[src/rtl/ascon_mem_sched.sv]
`default_nettype none
// ----------------------------------------------------------------------------
// ascon_mem_sched: fetches AD/PT into the ASCON wrapper and writes CT+tag back.
// Revision 1.0
// ----------------------------------------------------------------------------
module ascon_mem_sched #(
    parameter int BUF_DEPTH = 4,
    parameter int BLK_AD_AW = 3,
    parameter int BLK_PT_AW = 3,
    parameter int MEM_AW    = 16
) (
    input  logic                    clk_i,
    input  logic                    rst_n_i,
    input  logic                    cmd_start_i,
    input  logic [MEM_AW-1:0]       src_base_i,
    input  logic [MEM_AW-1:0]       dst_base_i,
    input  logic [BLK_AD_AW-1:0]    ad_size_i,
    input  logic [BLK_PT_AW-1:0]    pt_size_i,
    output logic                    busy_o,
    output logic                    done_o,
    output logic                    err_o,
    output logic                    mem_req_o,
    output logic                    mem_we_o,
    output logic [MEM_AW-1:0]       mem_addr_o,
    output logic [63:0]             mem_wdata_o,
    input  logic                    mem_gnt_i,
    input  logic                    mem_rvalid_i,
    input  logic [63:0]             mem_rdata_i,
    output logic [BUF_DEPTH*64-1:0] asc_data_o,
    output logic                    asc_start_o,
    output logic                    asc_data_valid_o,
    output logic                    asc_ct_read_ack_o,
    input  logic                    asc_data_req_i,
    input  logic                    asc_ct_ready_i,
    input  logic                    asc_done_i,
    input  logic [BUF_DEPTH*64-1:0] asc_ct_i,
    input  logic [127:0]            asc_tag_i
);

    localparam int IDX_W = (BUF_DEPTH > 1) ? $clog2(BUF_DEPTH) : 1;
    localparam int CNT_W = $clog2(BUF_DEPTH + 1);
    localparam int RS_W  = ((BLK_AD_AW > BLK_PT_AW) ? BLK_AD_AW : BLK_PT_AW) + 1;

    localparam logic [MEM_AW-1:0]    A_ONE    = MEM_AW'(1);
    localparam logic [RS_W-1:0]      RS_ONE   = RS_W'(1);
    localparam logic [BLK_PT_AW-1:0] PT_ONE   = BLK_PT_AW'(1);
    localparam logic [CNT_W-1:0]     CNT_ONE  = CNT_W'(1);
    localparam logic [CNT_W-1:0]     CNT_FULL = CNT_W'(BUF_DEPTH);
    localparam logic [IDX_W-1:0]     IDX_LAST = IDX_W'(BUF_DEPTH - 1);

    localparam logic [3:0] S_IDLE  = 4'd0;
    localparam logic [3:0] S_FILL  = 4'd1;
    localparam logic [3:0] S_KICK  = 4'd2;
    localparam logic [3:0] S_RUN   = 4'd3;
    localparam logic [3:0] S_FEED  = 4'd4;
    localparam logic [3:0] S_GUARD = 4'd5;
    localparam logic [3:0] S_DRAIN = 4'd6;
    localparam logic [3:0] S_ACK   = 4'd7;
    localparam logic [3:0] S_TAIL  = 4'd8;
    localparam logic [3:0] S_TAG0  = 4'd9;
    localparam logic [3:0] S_TAG1  = 4'd10;
    localparam logic [3:0] S_DONE  = 4'd11;

    logic [3:0]           state;
    logic [IDX_W-1:0]     fill_idx;
    logic [CNT_W-1:0]     wr_idx;
    logic [CNT_W-1:0]     cnt;
    logic [MEM_AW-1:0]    src_ptr;
    logic [MEM_AW-1:0]    dst_ptr;
    logic [RS_W-1:0]      rem_src;
    logic [BLK_PT_AW-1:0] rem_ct;
    logic                 rd_pend;
    logic                 refill;
    logic                 err;
    logic [63:0]          buf_q [BUF_DEPTH];
    logic [63:0]          ct_w  [BUF_DEPTH];

    logic fill_rd;
    logic slot_done;
    logic wr_ct;
    logic wr_tag;

    for (genvar i = 0; i < BUF_DEPTH; i++) begin : g_slots
        assign asc_data_o[i*64 +: 64] = buf_q[i];
        assign ct_w[i]                = asc_ct_i[i*64 +: 64];
    end

    // A slot is finished either by read data arriving or, once the source is
    // exhausted, immediately as a zero word without touching memory.
    assign fill_rd   = (state == S_FILL) && !rd_pend && (rem_src != '0);
    assign slot_done = (state == S_FILL) && (rd_pend ? mem_rvalid_i : (rem_src == '0));
    assign wr_ct     = ((state == S_DRAIN) || (state == S_TAIL)) && (wr_idx != cnt);
    assign wr_tag    = (state == S_TAG0) || (state == S_TAG1);

    assign mem_req_o         = fill_rd | wr_ct | wr_tag;
    assign mem_we_o          = wr_ct | wr_tag;
    assign busy_o            = (state != S_IDLE);
    assign done_o            = (state == S_DONE);
    assign err_o             = err;
    assign asc_start_o       = (state == S_KICK);
    assign asc_data_valid_o  = (state == S_FEED);
    assign asc_ct_read_ack_o = (state == S_ACK);

    always_comb begin
        mem_addr_o  = '0;
        mem_wdata_o = '0;
        if (fill_rd) begin
            mem_addr_o = src_ptr;
        end else if (wr_ct) begin
            mem_addr_o  = dst_ptr;
            mem_wdata_o = ct_w[wr_idx[IDX_W-1:0]];
        end else if (state == S_TAG0) begin
            mem_addr_o  = dst_ptr;
            mem_wdata_o = asc_tag_i[63:0];
        end else if (state == S_TAG1) begin
            mem_addr_o  = dst_ptr;
            mem_wdata_o = asc_tag_i[127:64];
        end
    end

    always_ff @(posedge clk_i) begin
        if (!rst_n_i) begin
            state    <= S_IDLE;
            fill_idx <= '0;
            wr_idx   <= '0;
            cnt      <= '0;
            src_ptr  <= '0;
            dst_ptr  <= '0;
            rem_src  <= '0;
            rem_ct   <= '0;
            rd_pend  <= 1'b0;
            refill   <= 1'b0;
            err      <= 1'b0;
            for (int i = 0; i < BUF_DEPTH; i++) buf_q[i] <= '0;
        end else begin
            case (state)
                S_IDLE: if (cmd_start_i) begin
                    state    <= S_FILL;
                    src_ptr  <= src_base_i;
                    dst_ptr  <= dst_base_i;
                    rem_src  <= RS_W'(ad_size_i) + RS_W'(pt_size_i);
                    rem_ct   <= pt_size_i;
                    fill_idx <= '0;
                    rd_pend  <= 1'b0;
                    refill   <= 1'b0;
                    err      <= 1'b0;
                end
                S_FILL: begin
                    if (fill_rd && mem_gnt_i) begin
                        rd_pend <= 1'b1;
                        src_ptr <= src_ptr + A_ONE;
                        rem_src <= rem_src - RS_ONE;
                    end
                    if (slot_done) begin
                        buf_q[fill_idx] <= rd_pend ? mem_rdata_i : 64'd0;
                        rd_pend         <= 1'b0;
                        if (fill_idx == IDX_LAST) state <= refill ? S_FEED : S_KICK;
                        else                      fill_idx <= fill_idx + IDX_W'(1);
                    end
                end
                S_KICK:  state <= S_RUN;
                S_RUN: begin
                    if (asc_ct_ready_i) begin
                        state  <= S_DRAIN;
                        cnt    <= CNT_FULL;
                        wr_idx <= '0;
                    end else if (asc_done_i) begin
                        state  <= S_TAIL;
                        cnt    <= (int'(rem_ct) > BUF_DEPTH) ? CNT_FULL : CNT_W'(rem_ct);
                        wr_idx <= '0;
                    end else if (asc_data_req_i) begin
                        if (rem_src == '0) err <= 1'b1;
                        state    <= S_FILL;
                        fill_idx <= '0;
                        refill   <= 1'b1;
                    end
                end
                S_FEED:  state <= S_GUARD;
                S_GUARD: state <= S_RUN;
                S_ACK:   state <= S_GUARD;
                S_DRAIN, S_TAIL: begin
                    if (wr_idx == cnt) begin
                        state <= S_TAG0;
                    end else if (mem_gnt_i) begin
                        dst_ptr <= dst_ptr + A_ONE;
                        rem_ct  <= (rem_ct == '0) ? '0 : rem_ct - PT_ONE;
                        wr_idx  <= wr_idx + CNT_ONE;
                        if ((wr_idx + CNT_ONE) == cnt) state <= (state == S_DRAIN) ? S_ACK : S_TAG0;
                    end
                end
                S_TAG0: if (mem_gnt_i) begin
                    dst_ptr <= dst_ptr + A_ONE;
                    state   <= S_TAG1;
                end
                S_TAG1:  if (mem_gnt_i) state <= S_DONE;
                S_DONE:  state <= S_IDLE;
                default: state <= S_IDLE;
            endcase
        end
    end

endmodule
`default_nettype wire

[config.mk]
export PLATFORM = sky130hd
export DESIGN_NAME = ascon_mem_sched
export DESIGN_NICKNAME = d
export VERILOG_FILES = /design/src/rtl/ascon_mem_sched.sv
export SDC_FILE = /design/constraint.sdc
export NUM_CORES = 1
export LEC_CHECK = 0
export CORE_AREA = 2 2 325 327
export DETAILED_ROUTE_END_ITERATION = 8
export DIE_AREA = 0 0 327 329
export SLEW_MARGIN = 20
export SYNTH_ARGS = -nofsm -noshare
export SYNTH_HDL_FRONTEND = slang
export SYNTH_SLANG_ARGS = --single-unit
[constraint.sdc]
create_clock -name clk_i -period 15.8 [get_ports clk_i]
set_clock_uncertainty 0.2 [all_clocks]
set_input_delay 2.37 -clock clk_i [delete_from_list [all_inputs] [get_ports clk_i]]
set_output_delay 2.37 -clock clk_i [all_outputs]
set_load 0.05 [all_outputs]
Word level (Yosys, flattened, before mapping)
Memory sizes are Yosys's and may differ from the RTL's.
Cells that the tools add are included.

operators by class
  eq/ne operators = 33
  magnitude comparators = 2
  add/sub/neg operators = 7
  bitwise gates (word level) = 4
  muxes and demuxes = 78
  reduce and logical (&&, ||, !) cells = 34

operators with widths
  kind                                                                    count
  64-bit two-way mux                                                      8
  16-bit two-way mux                                                      9
  64-bit binary-select mux with 2-bit select                              1
  64-bit OR reduction                                                     1
  4-bit two-way mux                                                       14
  16-bit case mux with 3 select lines                                     1
  3-bit two-way mux                                                       12
  16-bit by 1-bit adder with 16-bit output (second input constant)        2
  16-bit case mux with 2 select lines                                     1
  4-bit case mux with 8 select lines                                      1
  2-bit inequality test (second input constant)                           11
  1-bit two-way mux                                                       17
  4-bit by 3-bit equality test with 1-bit output (second input constant)  4
  4-bit equality test (second input constant)                             4
  2-bit two-way mux                                                       7
  3-bit case mux with 2 select lines                                      2
  2-bit nonzero test                                                      5
  3-bit inequality test (second input constant)                           3
  3-bit AND reduction                                                     3
  4-bit by 2-bit equality test with 1-bit output (second input constant)  2
  4-bit logical NOT                                                       2
  4-bit case mux with 2 select lines                                      1
  4-bit AND reduction                                                     2
  8-bit AND reduction                                                     1
  29 further kinds                                                        44

storage, ports and cells
  memory bits (writable) = 256
  logic and storage cells = 170
  register bits after elaboration = 54
  input port bits = 494
  memories = 1

memory list
  memory  words  width  read ports  clocked after Yosys merged registers in  write ports  line  RTL
  buf_q   4      64     4           0                                        4            75    logic [63:0] buf_q [BUF_DEPTH];

Depth between registers and ports, before layout
  depth in word-level cells = 9
  depth in mapped cells = 9

Worst setup path before layout
No wires, ideal clock.

  path kind = input port to flip-flop
  start point = in mem_rvalid_i
  end point = mem buf_q[2][0] (enable)
  path buffers = 0
  slack = 7922 ps
  cell stages on the path = 3
  arrival = 7103 ps
  required time = 15026 ps
  cells stage by stage = mux2_2 -> nand2_1 -> o21ai_0

RTL lines
  what             line  RTL
  start, declared  27    input logic mem_rvalid_i,
  end, declared    75

Worst setup path after layout
  start point = in asc_ct_i[247]
  end point = out mem_wdata_o[55]

on the way
  word-level cells in the longest chain between the ends = 5

ends and longest elaborated chain
  what                                                    line  RTL
  start, declared                                         36    input logic [BUF_DEPTH*64-1:0] asc_ct_i,
  64-bit binary-select mux with 2-bit select              111   mem_wdata_o = ct_w[wr_idx[IDX_W-1:0]];
  64-bit two-way mux (implied by the code) (2 in series)  111
  64-bit two-way mux                                      109   end else if (wr_ct) begin
  64-bit two-way mux                                      107   if (fill_rd) begin
  end, declared                                           25    output logic [63:0] mem_wdata_o,

No other way between the ends. The select of a mux whose other input is x is not followed.

==> impl_metrics.yaml <==
routing:
  routed_wl_um: 84950
  dr.pass1.iters: 7
  wl_per_cell_um: 23.88
  drc: 0
  num_vias: 14370
  drtIter0Drc: 1161
  viasPerCell: 4.040
  drtAntennaViolNets: 0
clock_tree:
  root_buffer: "clkbuf_16"
  numClockSinks: 310
  cts.path.max_buffers: 3
  numCtsBuffers: 35
  htreeDepth: 2
  clk_latency_ns: 0.53
  cts_tree: "yes"
  cts_resized: 0
  cts_setup_buffers: 0
  hold_buffers: 0
  cts.clk_slew.worst_paths_ns: 0.05
layout:
  fin_nets: 2634
  seq_area_um2: 8776
  drive_above_1_share: 0.07846
  areaGrowthSynthToFinish_pct: 72.00
  multi_input_area_um2: 5703
  mostFrequentLayoutCell: "clkdlybuf4s50_1"
  finalNonFillerCells: 3557
  utilization: 0.2531
  final_cell_mix: "837 x clkdlybuf4s50_1, 256 x edfxtp_1, 243 x nor2_1"
  fill_cells: 11030
  final_area_um2: 26420
pwr:
  switchingPower_mw: 0.9014
  sw_frac_of_total: 0.3403
  irDropWorstVdd_mv: 0.07092
  combPwrFrac: 0.309
  leakage_nw: 9.635
  seqPwrFrac: 0.389
  pwr-share-clk: 0.302
  power_density_nw_per_um2: 100.3
  p_int_mw: 1.747
  power.total_mw: 2.649
critical_path:
  slowest_stage: "clkdlybuf4s50_1"
  start_kind: "input port"
  endpoint_kind: "primary output"
  timing.critical_path.cells: "clkdlybuf4s50_1 -> mux4_2 -> a222oi_1 -> inv_1 -> clkdlybuf4s50_1"
  max_stage_delay_ns: 0.86
  path_class: "input port to primary output"
  arrival_ns: 4.84
  crit_fanout: 1
  worst-path-buf-inv: 3
  worst_path_most_repeated_cell: "clkdlybuf4s50_1"
  critical_path.top_delay_family: "buffers and inverters"
  critPathRequiredTime_ns: 13.23
placement:
  hpwl_um: 69350
  portBuffers: 837
  place.gp.congestion: 0.8542
  placed_cell_area_um2: 25280
  dpl_worst_slack_ns: 8.264
  dp.cells: 3482
yosys:
  synthesis.nets: 1841
  synthCells: 1335
  synth_edf_count: 256
  yosysTopAreaCell: "edfxtp_1"
  synth_area_leaders: "edfxtp_1 50%, mux4_2 9.4%, dfxtp_1 7.0%, nor2_1 5.9%, a222oi_1 4.2%"
  yosysTopAreaCellShare: 0.5005
  yosysWarningCount: 0
  yosysSeqAreaShare: 0.5709
  syn_area_per_cell_um2: 11.51
  synth_ff_type: "edfxtp_1"
  netlist_area_um2: 15360
  async_flop_share: 0
  ys_ff_latch: 310
  yosysUniqueCellTypes: 78
timing:
  rsz0062_at_grt: "false"
  finalCritPeriodShare: 0.4688
  finalMaxSlewViolations: 0
  slew_headroom: 0.2534
  holdWs_ns: 0.2874
  layout_setup_ws_ns: 8.393
  fin_tns_setup_ns: 0
  fmax_ghz: 0.1350
  worst_pin_slew_ns: 1.114
  fin_crit_ns: 7.407
  setup_viol: 0
  hold_viol: 0
die:
  ios: 838
  initial_core_util: 0.1472
  die_h_um: 329
  die_w_um: 327
  core_um2: 104400
  fp.dieArea_um2: 107600
  rows: 119
run:
  max_cap_viol_count: 0
grt:
  grt_max_degree: 66
  grt_pass1_wl_um: 111600
  antenna_found_initial: 50
  grt_overflow_total: 0
  grt_pass1_vias: 14130
  grt_usage: 0.1489
run_status:
  status: "complete, no violations"
worst_hold_path:
  hp-class: "register to register"
-- layer usage --
layer,track usage,vias up,routed length [um]
li1,-,6533,-
met1,0.1479,6923,28310
met2,0.2926,752,47050
met3,0.03571,158,5983
met4,0.06173,6,3561
met5,0,-,43
-- tightest hold or removal path, stage by stage, from the launching register on --
cell     delay (ns)
dfxtp_1        0.33
a21oi_1        0.04
nor2_1         0.08
-- power by group through the flow --
stage	Sequential (mW)	Combinational, mW	Clock, mW
floorplan	1.16	0.350	0
global placement	1.04	0.820	0
detailed placement	1.05	0.825	0
CTS	1.03	0.827	0.827
global route	1.04	0.870	0.852
finish	1.03	0.817	0.801
-- worst paths after layout --
kind	from	end	slack [ns]	cells after the start
worst max register to register	state[0]	buf_q[0][8]	11.69	5
worst min-delay path	err_o	err_o	0.29	2
worst max-delay path	asc_ct_i[247]	mem_wdata_o[55]	8.39	5
worst min register to register	err_o	err_o	0.29	2
-- state kept, by name, summed over array words and instances (netlist names) --
| register | count |
|---|---|
| state | 4 |
| src_ptr | 16 |
| wr_idx | 3 |
| err_o | 1 |
| buf_q | 256 |
| refill | 1 |
| dst_ptr | 16 |
| fill_idx | 2 |
| rem_src | 4 |
| cnt | 3 |
| rem_ct | 3 |
| rd_pend | 1 |
-- logic make-up (layout without fill, tap and decap cells) --
| group | Yosys count | in the layout | synth area share |
|---|---|---|---|
| buf+inv | 242 | 1061 | 0.06321 |
| simple gates | 459 | 459 | 0.1334 |
| flops | 310 | 310 | 0.5709 |
| compound gates | 238 | 238 | 0.1210 |
| other cells | 0 | 12 | 0 |
| xor+xnor | 6 | 6 | 0.004807 |
| mux | 68 | 68 | 0.09653 |
| fa+ha+maj | 12 | 12 | 0.01026 |
-- synthesized netlist by cell type (all sizes together) (4+ instances only) --
cell    number
a211oi      11
a21o         5
a21oi       52
a222oi      64
a22o        16
a311oi       6
and2         6
and3        11
and4         4
buf         47
clkbuf      55
dfxtp       54
edfxtp     256
ha          11
inv        140
mux4        64
nand2      112
nand2b       6
nand3       18
nand3b       4
nand4        5
nor2       244
nor3        14
nor3b        8
o21a         6
o21ai       33
o221a        8
o31ai        4
or3          8
xor2         4
-- final cells by class --
class                           count  share of cell area
Inverter                          140             0.01989
Sequential cell                   310              0.3322
Multi-Input combinational cell    783              0.2159
Antenna cell                       12            0.001137
Clock buffer                       42             0.03576
Timing Repair Buffer              858              0.3231
Tap cell                         1391             0.06588
Clock inverter                     21            0.006204
Note: power is estimated with default switching activity, not from simulation.
==> edit, RTL diff (config.mk and constraints unchanged) <==
Set the parameter `BLK_AD_AW` to 2 (it was 3).
--- a/src/rtl/ascon_mem_sched.sv
+++ b/src/rtl/ascon_mem_sched.sv
@@ -6,5 +6,5 @@
 module ascon_mem_sched #(
     parameter int BUF_DEPTH = 4,
-    parameter int BLK_AD_AW = 3,
+    parameter int BLK_AD_AW = 2,
     parameter int BLK_PT_AW = 3,
     parameter int MEM_AW    = 16
Ports: changed (resized ad_size_i); port bits go from 838 to 837. The function was not compared with the original's and may differ.
==> edit against the unedited design <==
  * First-iteration DRC count rose by 35%
  * Sequential cell count did not move
  * Critical path depth did not move
  * Total power rose by 6.9%
  * Wire length rose by 2.6%
  * Worst setup slack got worse by 0.12 ns
  * Fmax fell by 1.6%
  * Synthesized area rose by 1.2%
  * Register-to-register slack improved by 0.04 ns
  * Final area rose by 0.84%
  * Largest cell class unchanged
==> edit: results (changes against the unedited design) <==
| Metric | Value |
|---|---|
| Status | complete, no violations |
| Top cells by area, synth | edfxtp_1 49%, mux4_2 9.3%, dfxtp_1 7.0% |
| Met3 Track Usage GR | 4.35% (+0.78 points) |
| Antenna violations before repair | 22 (-56%) |
| Most common library cells after synthesis | 256 x edfxtp_1, 187 x nor2_1, 147 x inv_1 |
| CP endpoint | mem_wdata_o[23] |
| Hold Path Cell Cnt | 2 (unchanged) |
| Net Sw Power | 0.00102 W (+13%) |
| Crit path launch | asc_ct_i[151] |
| Yosys warning count | 0 (unchanged) |
| GP Congestion | 0.868 (+1.6%) |
| Post-cts resize count | 0 (unchanged) |
| Gr usage total | 15.2% (+0.36 points) |
| Leakage | 9.85 nW (+2.2%) |
| Sequential share of the synthesized area | 56.4% (-0.69 points) |
| RR Endpoint | buf_q[2][29] |
| Worst skew pair latency | 0.55 ns (+0.02 ns) |
| Compound-Gate Fraction of Synth Area | 12.1% (+0.023 points) |
| Met2 GRT Util | 25.7% (-3.5 points) |
| Met3 wire length | 8290 um (+39%) |
| Hold path endpoint | rem_src[1] |
| FF-to-FF path depth | 8 (+3) |
| Slew @ Worst Pin | 1.05 ns (-0.0624 ns) |
| Reg2reg start | rem_src[0] |
| Synth top area share | 49.4% (-0.60 points) |
| Max VDD drop | 0.0783 mV (+10%) |
| Hpwl dp | 70100 um (+1.1%) |
| Drt pass-1 iters | 8 (+1) |
| CP arrival | 4.95 ns (+0.11 ns) |
| Post-Synth XOR/XNOR Area | 0.491% (+0.010 points) |
| H-Tree Depth | 2 (unchanged) |
| Internal power | 0.00182 W (+4.0%) |
| Share of cells above drive strength 1 | 8.16% (+0.31 points) |
| Vias in the first global route | 14172 (+0.28%) |
| DRT iter0 DRCs | 1571 (+35%) |
| Cells after DPL | 3499 (+0.49%) |
| Synth Area per Inst | 11.6 um2 (+0.47%) |
| Root Buffer Master | clkbuf_16 |
| Pin count of the biggest net entering global routing | 65 (-1.5%) |
| Worst Hold Class | register to register |
| Placed Area | 25500 um2 (+0.83%) |
| Met2 wire length | 42600 um (-9.5%) |
| Post-synthesis adder-cell area fraction | 0.934% (-0.093 points) |
| IO Port Bufs | 836 (-0.12%) |
| Routed wire length | 87100 um (+2.6%) |
| Mux cell area share after synthesis | 9.47% (-0.18 points) |
| Post-Layout Cell Count | 3568 (+0.31%) |
| M1 WL | 33500 um (+18%) |
| Syn Nets | 1849 (+0.43%) |
| Flop2flop setup slack | 11.73 ns (+0.04 ns) |
| Combinational Power | 0.000972 W (+19%) |
| Routed vias | 14725 (+2.5%) |
| Met1 Use GR | 18.7% (+3.9 points) |
| Max incr delay on CP | 0.73 ns (-0.13 ns) |
| Final #Nets | 2649 (+0.57%) |
| Hold_sp | rem_src[1] |
## edit: cell count changes in the layout (fill, tap and decap cells not counted), sizes merged, moves of 5 or more
cell | before | now
a21oi | 52 | 39
a31oi | 3 | 12
and2 | 6 | 70
and3 | 11 | 6
diode | 12 | 7
inv | 142 | 149
nand3 | 18 | 24
nor2 | 244 | 190
nor3b | 8 | 2
or4 | 1 | 6
## edit: tightest hold or removal path, stage by stage, from the launching register on
cell and delay [ns]:
dfxtp_1 0.32, nand2_1 0.06, a21oi_1 0.05
## edit: per-stage QoR
stage | setup slack [ns] | hold WS (ns)
detailed placement | 8.26 | 0.267
global route | 8.24 | 0.304
global placement | 7.92 | 0.262
floorplan | 7.74 | 0.245
finish | 8.28 | 0.275
CTS | 8.25 | 0.274
## edit: final cells by class
cell class	instances	area [um2]
Sequential cell	310	8780
Multi-Input combinational cell	792	5880
Antenna cell	7	17.5
Inverter	147	552
Fill cell	11042	77700
Clock buffer	44	941
Timing Repair Buffer	859	8540
Clock inverter	18	193
Tap cell	1391	1740
